[config.mk]
export PLATFORM = sky130hd
export DESIGN_NAME = seg7_reader_flat
export DESIGN_NICKNAME = d
export VERILOG_FILES = /design/src/rtl/seg7_pkg.sv /design/src/rtl/seg7_reader_if.sv /design/src/rtl/seg7_segdecode.sv /design/src/rtl/seg7_reader.sv /design/src/flat_wrapper.sv
export SDC_FILE = /design/constraint.sdc
export NUM_CORES = 1
export LEC_CHECK = 0
export CAP_MARGIN = 20
export CORE_ASPECT_RATIO = 2
export CORE_MARGIN = 2
export CORE_UTILIZATION = 45
export CTS_CLUSTER_DIAMETER = 120
export DETAILED_ROUTE_END_ITERATION = 8
export PLACE_DENSITY = 0.69
export SLEW_MARGIN = 10
export SYNTH_ARGS = -nofsm -noshare
export SYNTH_HDL_FRONTEND = slang
export SYNTH_HIERARCHICAL = 1
export SYNTH_SLANG_ARGS = --single-unit
[constraint.sdc]
create_clock -name clk -period 2.8 [get_ports clk]
set_clock_uncertainty 0.15 [all_clocks]
set_input_delay 0.56 -clock clk [delete_from_list [all_inputs] [get_ports clk]]
set_output_delay 0.56 -clock clk [all_outputs]
set_load 0.01 [all_outputs]
[src/rtl/seg7_pkg.sv]
// Shared 7-segment definitions: segment patterns (bit6=a .. bit0=g, active-high),
// the code used for non-digit patterns, and the output register state type.
package seg7_pkg;

   localparam logic [6:0] SEG7_D0    = 7'b1111110;
   localparam logic [6:0] SEG7_D1    = 7'b0110000;
   localparam logic [6:0] SEG7_D2    = 7'b1101101;
   localparam logic [6:0] SEG7_D3    = 7'b1111001;
   localparam logic [6:0] SEG7_D4    = 7'b0110011;
   localparam logic [6:0] SEG7_D5    = 7'b1011011;
   localparam logic [6:0] SEG7_D6    = 7'b1011111;
   localparam logic [6:0] SEG7_D7    = 7'b1110000;
   localparam logic [6:0] SEG7_D8    = 7'b1111111;
   localparam logic [6:0] SEG7_D9    = 7'b1111011;
   localparam logic [6:0] SEG7_BLANK = 7'b0000000;

   localparam logic [3:0] DIG_INVALID = 4'hF;

   typedef enum logic {
      OUT_EMPTY = 1'b0,
      OUT_FULL  = 1'b1
   } out_state_e;

endpackage

[src/rtl/seg7_reader_if.sv]
// Valid/ready event channel carrying one decoded segment pattern.
interface seg7_reader_if;

   logic       out_valid;
   logic       out_ready;
   logic [3:0] out_digit;
   logic       out_err;
   logic       out_blank;

   modport master (
      output out_valid,
      output out_digit,
      output out_err,
      output out_blank,
      input  out_ready
   );

   modport slave (
      input  out_valid,
      input  out_digit,
      input  out_err,
      input  out_blank,
      output out_ready
   );

endinterface

[src/rtl/seg7_segdecode.sv]
// Combinational decode of a 7-segment pattern back to a BCD digit, flagging
// the all-off pattern as blank and anything else unrecognised as an error.
module seg7_segdecode
   import seg7_pkg::*;
(
   input  logic [6:0] seg,
   output logic [3:0] digit,
   output logic       err,
   output logic       blank
);

   // Pattern lookup; non-digit patterns report DIG_INVALID
   always_comb begin
      digit = DIG_INVALID;
      err   = 1'b0;
      blank = 1'b0;
      case (seg)
         SEG7_D0:    digit = 4'd0;
         SEG7_D1:    digit = 4'd1;
         SEG7_D2:    digit = 4'd2;
         SEG7_D3:    digit = 4'd3;
         SEG7_D4:    digit = 4'd4;
         SEG7_D5:    digit = 4'd5;
         SEG7_D6:    digit = 4'd6;
         SEG7_D7:    digit = 4'd7;
         SEG7_D8:    digit = 4'd8;
         SEG7_D9:    digit = 4'd9;
         SEG7_BLANK: blank = 1'b1;
         default:    err   = 1'b1;
      endcase
   end

endmodule

[src/rtl/seg7_reader.sv]
// Samples an asynchronous 7-segment bus, waits for it to hold still for
// STABLE_CYCLES synchronised samples, and emits each newly stable pattern
// as one decoded event through a single-entry valid/ready register.
module seg7_reader
   import seg7_pkg::*;
#(
   parameter int STABLE_CYCLES = 4
)(
   input  logic            clk,
   input  logic            rst_n,
   input  logic [6:0]      seg_in,
   input  logic            clr_overrun,
   output logic            overrun,
   seg7_reader_if.master   out_if
);

   localparam logic [7:0] STABLE_CNT = STABLE_CYCLES[7:0];

   logic [6:0] seg_s1_q, seg_s1_d;
   logic [6:0] seg_s2_q, seg_s2_d;
   logic [6:0] hist_q, hist_d;
   logic [7:0] cnt_q, cnt_d;
   out_state_e state_q, state_d;
   logic [3:0] digit_q, digit_d;
   logic       err_q, err_d;
   logic       blank_q, blank_d;
   logic       overrun_q, overrun_d;

   logic       load;
   logic       accept;
   logic       handshake;
   logic [3:0] dec_digit;
   logic       dec_err;
   logic       dec_blank;

   // Decode the pattern that the filter holds after this edge, so that a
   // single-cycle filter (load edge == accept edge) sees the new pattern
   seg7_segdecode u_decode (
      .seg   (hist_d),
      .digit (dec_digit),
      .err   (dec_err),
      .blank (dec_blank)
   );

   // Two-stage synchroniser, then a saturating run-length counter; accept
   // fires only on the edge where the count first reaches the threshold
   always_comb begin
      seg_s1_d = seg_in;
      seg_s2_d = seg_s1_q;
      hist_d   = hist_q;
      cnt_d    = cnt_q;
      load     = (seg_s2_q != hist_q);
      if (load) begin
         hist_d = seg_s2_q;
         cnt_d  = 8'd1;
      end else if (cnt_q < STABLE_CNT) begin
         cnt_d = cnt_q + 8'd1;
      end
      accept = (cnt_d == STABLE_CNT) && (load || (cnt_q != STABLE_CNT));
   end

   // Output register: load on accept when empty or when the held event is
   // leaving this cycle; otherwise a colliding accept is dropped as overrun
   always_comb begin
      state_d   = state_q;
      digit_d   = digit_q;
      err_d     = err_q;
      blank_d   = blank_q;
      overrun_d = overrun_q;
      handshake = (state_q == OUT_FULL) && out_if.out_ready;
      if (clr_overrun) begin
         overrun_d = 1'b0;
      end
      case (state_q)
         OUT_EMPTY: begin
            if (accept) begin
               state_d = OUT_FULL;
               digit_d = dec_digit;
               err_d   = dec_err;
               blank_d = dec_blank;
            end
         end
         OUT_FULL: begin
            if (accept && handshake) begin
               digit_d = dec_digit;
               err_d   = dec_err;
               blank_d = dec_blank;
            end else if (accept) begin
               overrun_d = 1'b1;
            end else if (handshake) begin
               state_d = OUT_EMPTY;
            end
         end
         default: state_d = OUT_EMPTY;
      endcase
   end

   // State registers; the filter starts saturated so a blank bus is silent
   always_ff @(posedge clk or negedge rst_n) begin
      if (!rst_n) begin
         seg_s1_q  <= '0;
         seg_s2_q  <= '0;
         hist_q    <= '0;
         cnt_q     <= STABLE_CNT;
         state_q   <= OUT_EMPTY;
         digit_q   <= 4'h0;
         err_q     <= 1'b0;
         blank_q   <= 1'b0;
         overrun_q <= 1'b0;
      end else begin
         seg_s1_q  <= seg_s1_d;
         seg_s2_q  <= seg_s2_d;
         hist_q    <= hist_d;
         cnt_q     <= cnt_d;
         state_q   <= state_d;
         digit_q   <= digit_d;
         err_q     <= err_d;
         blank_q   <= blank_d;
         overrun_q <= overrun_d;
      end
   end

   assign out_if.out_valid = (state_q == OUT_FULL);
   assign out_if.out_digit = digit_q;
   assign out_if.out_err   = err_q;
   assign out_if.out_blank = blank_q;
   assign overrun          = overrun_q;

endmodule

[src/flat_wrapper.sv]
// flat-port wrapper written by rule: the top's interface ports become plain ports
module seg7_reader_flat import seg7_pkg::*;
#(
   parameter int STABLE_CYCLES = 4
)
  (clk, rst_n, seg_in, clr_overrun, overrun, out_if_out_valid, out_if_out_digit, out_if_out_err, out_if_out_blank, out_if_out_ready);
  seg7_reader_if out_if_i ();
  input  logic clk;
  input  logic rst_n;
  input  logic [6:0] seg_in;
  input  logic clr_overrun;
  output logic overrun;
  output wire logic [$bits(out_if_i.out_valid)-1:0] out_if_out_valid;
  output wire logic [$bits(out_if_i.out_digit)-1:0] out_if_out_digit;
  output wire logic [$bits(out_if_i.out_err)-1:0] out_if_out_err;
  output wire logic [$bits(out_if_i.out_blank)-1:0] out_if_out_blank;
  input wire logic [$bits(out_if_i.out_ready)-1:0] out_if_out_ready;
  assign out_if_out_valid = out_if_i.out_valid;
  assign out_if_out_digit = out_if_i.out_digit;
  assign out_if_out_err = out_if_i.out_err;
  assign out_if_out_blank = out_if_i.out_blank;
  assign out_if_i.out_ready = out_if_out_ready;
  seg7_reader #(.STABLE_CYCLES(STABLE_CYCLES)) u_core (.clk(clk), .rst_n(rst_n), .seg_in(seg_in), .clr_overrun(clr_overrun), .overrun(overrun), .out_if(out_if_i));
endmodule
==> results.json <==
{
  "drt_iter0_markers": 15,
  "tightest_slew_ns": 0.5478,
  "cts_root_buf": "clkbuf_8",
  "setup_tns_ns": 0,
  "crit_path_start_kind": "register",
  "rsz0062_at_grt": "no",
  "postCtsSetupBuffers": 0,
  "pre_cts_ws_ns": 0.4836,
  "avgSynthCellArea_um2": 12.42,
  "worstPathCellList": "xnor2_1 > nand4_1 > nor4_4 > nand4_4 > mux2_4",
  "core_mm2": 0.003378,
  "portBuffers": 18,
  "fillers": 305,
  "hold_buffers": 0,
  "drc": 0,
  "worstPathMaxFanout": 13,
  "htree_levels": 2,
  "synth_cell_type_count": 44,
  "cts_buffers": 5,
  "track_usage": 0.1457,
  "grt_max_degree": 38,
  "syn_to_final_growth_pct": 18.65,
  "dieArea_mm2": 0.004054,
  "clockBufferDepth": 2,
  "netlist_area_mm2": 0.001590,
  "setup_violations": 0,
  "cts.sinks": 37,
  "syn_nets": 141,
  "grt_pass1_wl_um": 4243,
  "slew_headroom": 0.6320,
  "arrival_ns": 2.30,
  "power.ir.vdd_worst_uv": 435.1,
  "cts_resized": 0,
  "setup_slack_ns": 0.5194,
  "p_leak_uw": 0.0007950,
  "criticalPathCategory": "reg2reg",
  "rows": 30,
  "power.density_mw_per_mm2": 580.0,
  "grt.overflow.total": 0,
  "dp_hpwl_um": 1825,
  "fin_crit_sh": 0.8145,
  "dieWidth_um": 46.04,
  "ys_seq_area_frac": 0.5830,
  "status": "finished clean",
  "first_pass_iters": 4,
  "synth_edf_count": 0,
  "io_pins": 19,
  "start_util": 0.4707,
  "grt_antenna_before_repair": 0,
  "drv_slew": 0,
  "finalNonFillerCells": 176,
  "gp_congestion": 0.7211,
  "end_kind": "register",
  "finalPower_uw": 1094,
  "drive_gt1_frac": 0.1736,
  "syn_inst": 128,
  "cp_slowest_cell": "dfrtp_1",
  "yosys_most_used_dff": "dfrtp_1",
  "clk_pin_slew_ns": 0.07,
  "drtAntennaViolNets": 0,
  "holdWs_ns": 0.1923,
  "synthArstFlopShare": 1.000,
  "ys_ff_latch": 37,
  "clk-insertion-delay-late_ns": 0.28,
  "crit_required_ns": 2.82,
  "hold_path.class": "reg2reg",
  "ys_warn_count": 6,
  "finalNetCount": 156,
  "dieHeight_um": 88.07,
  "period_minus_slack_ns": 2.281,
  "place_inst": 168,
  "drt_wl_total_um": 2477,
  "insertedDiodeCount": 0,
  "fmax_mhz": 438.5,
  "vias": 983,
  "vias_per_cell": 5.585,
  "cpPeakStageDelay_ns": 0.58,
  "drv_cap": 0,
  "cts_tree": "built",
  "hold_viol": 0,
  "wl_per_cell_um": 14.07,
  "grt_pass1_vias": 999
}
## worst paths after layout
| path | from | to | slack [ns] | depth (start not counted) |
|---|---|---|---|---|
| setup / recovery | u_core/seg_s2_q[4] | u_core/out_if.out_digit[3] | 0.52 | 5 |
| hold / removal | u_core/seg_s1_q[6] | u_core/seg_s2_q[6] | 0.19 | 0 |
| setup reg to reg | u_core/seg_s2_q[4] | u_core/out_if.out_digit[3] | 0.52 | 5 |
| hold reg to reg | u_core/seg_s1_q[6] | u_core/seg_s2_q[6] | 0.19 | 0 |
| max in group asynchronous | rst_n | u_core/cnt_q[2] | 1.65 | 2 |
| min in group asynchronous | rst_n | u_core/cnt_q[5] | 0.53 | 2 |
## synth_stat cells, drive strengths merged, types with 2 or more instances
master	number	area, um2
dfrtp	36	900.9
clkbuf	9	38.79
mux2	6	78.82
nand3	6	30.03
xnor2	6	52.55
a21oi	5	28.78
and2	5	31.28
nand2	5	18.77
inv	4	15.01
buf	3	20.01
nand2b	3	18.77
nand4	3	33.78
nor2	3	11.26
nor3	3	15.01
or3	3	20.02
xor2	3	26.28
a31oi	2	12.51
ha	2	25.02
nor2b	2	12.51
o22ai	2	12.51
or4	2	18.77
## sequential cells by signal (all words and copies together) (netlist names)
signal	cells
u_core/out_if.out_digit	4
u_core/cnt_q	8
u_core/seg_s2_q	7
u_core/out_if.out_blank	1
u_core/out_if.out_valid	1
u_core/hist_q	7
u_core/seg_s1_q	7
u_core/overrun	1
u_core/out_if.out_err	1
## cell families after synthesis
group	share of synthesized area
simple gates	0.1818
flops	0.5830
buf+inv	0.04641
compound gates	0.05979
xor+xnor	0.04957
mux	0.06372
fa+ha+maj	0.01573
## per-layer routing
layer / part of all wire / global-route usage
met4: 0.024 / 0.08052
met3: 0.048 / 0.03711
met2: 0.56 / 0.2588
met5: 0 / 0
met1: 0.37 / 0.1436
## per-stage QoR
stage | area [um2] | utilization
CTS | 1887 | 0.5585
detailed placement | 1767 | 0.5230
finish | 1887 | 0.5585
floorplan | 1590 | -
global placement | 1767 | 0.5230
global route | 1887 | 0.5585
## final cells by class
cell class | count | area [um2] | share of cell area
clock buffer | 6 | 82.58 | 0.04377
sequential | 37 | 927.1 | 0.4914
inverter | 4 | 15.01 | 0.007958
timing repair buffer | 20 | 195.2 | 0.1034
multi-input combinational | 75 | 589.3 | 0.3123
clock inverter | 2 | 37.54 | 0.01989
tap | 32 | 40.04 | 0.02122
## placed cells by master (no fill, tap or decap), types with 3 or more instances in the layout
cell / synthesis / layout
mux2_2: 3 / 3
dfrtp_1: 36 / 36
xor2_1: 3 / 3
clkbuf_8: 0 / 6
and2_1: 5 / 5
nand2b_1: 3 / 3
nand2_1: 5 / 5
inv_1: 4 / 4
nor3_1: 3 / 3
a21oi_1: 4 / 4
nor2_1: 3 / 3
mux2_4: 3 / 3
xnor2_1: 6 / 6
nand3_1: 6 / 6
clkdlybuf4s50_1: 0 / 18
## power by group
| group | switching, uW | total (uW) | internal, uW |
|---|---|---|---|
| registers | 18.1 | 568 | 550 |
| clock network | 179 | 468 | 289 |
| logic | 27.8 | 57.8 | 30.0 |
| total | 225 | 1090 | 869 |
## critical path, delay by kind of cell (launching register included)
family | cells | cell delay [ns]
simple gates | 3 | 0.90
xor+xnor | 1 | 0.18
mux | 1 | 0.36
flops | 1 | 0.58
(Power assumes the default switching activity.)
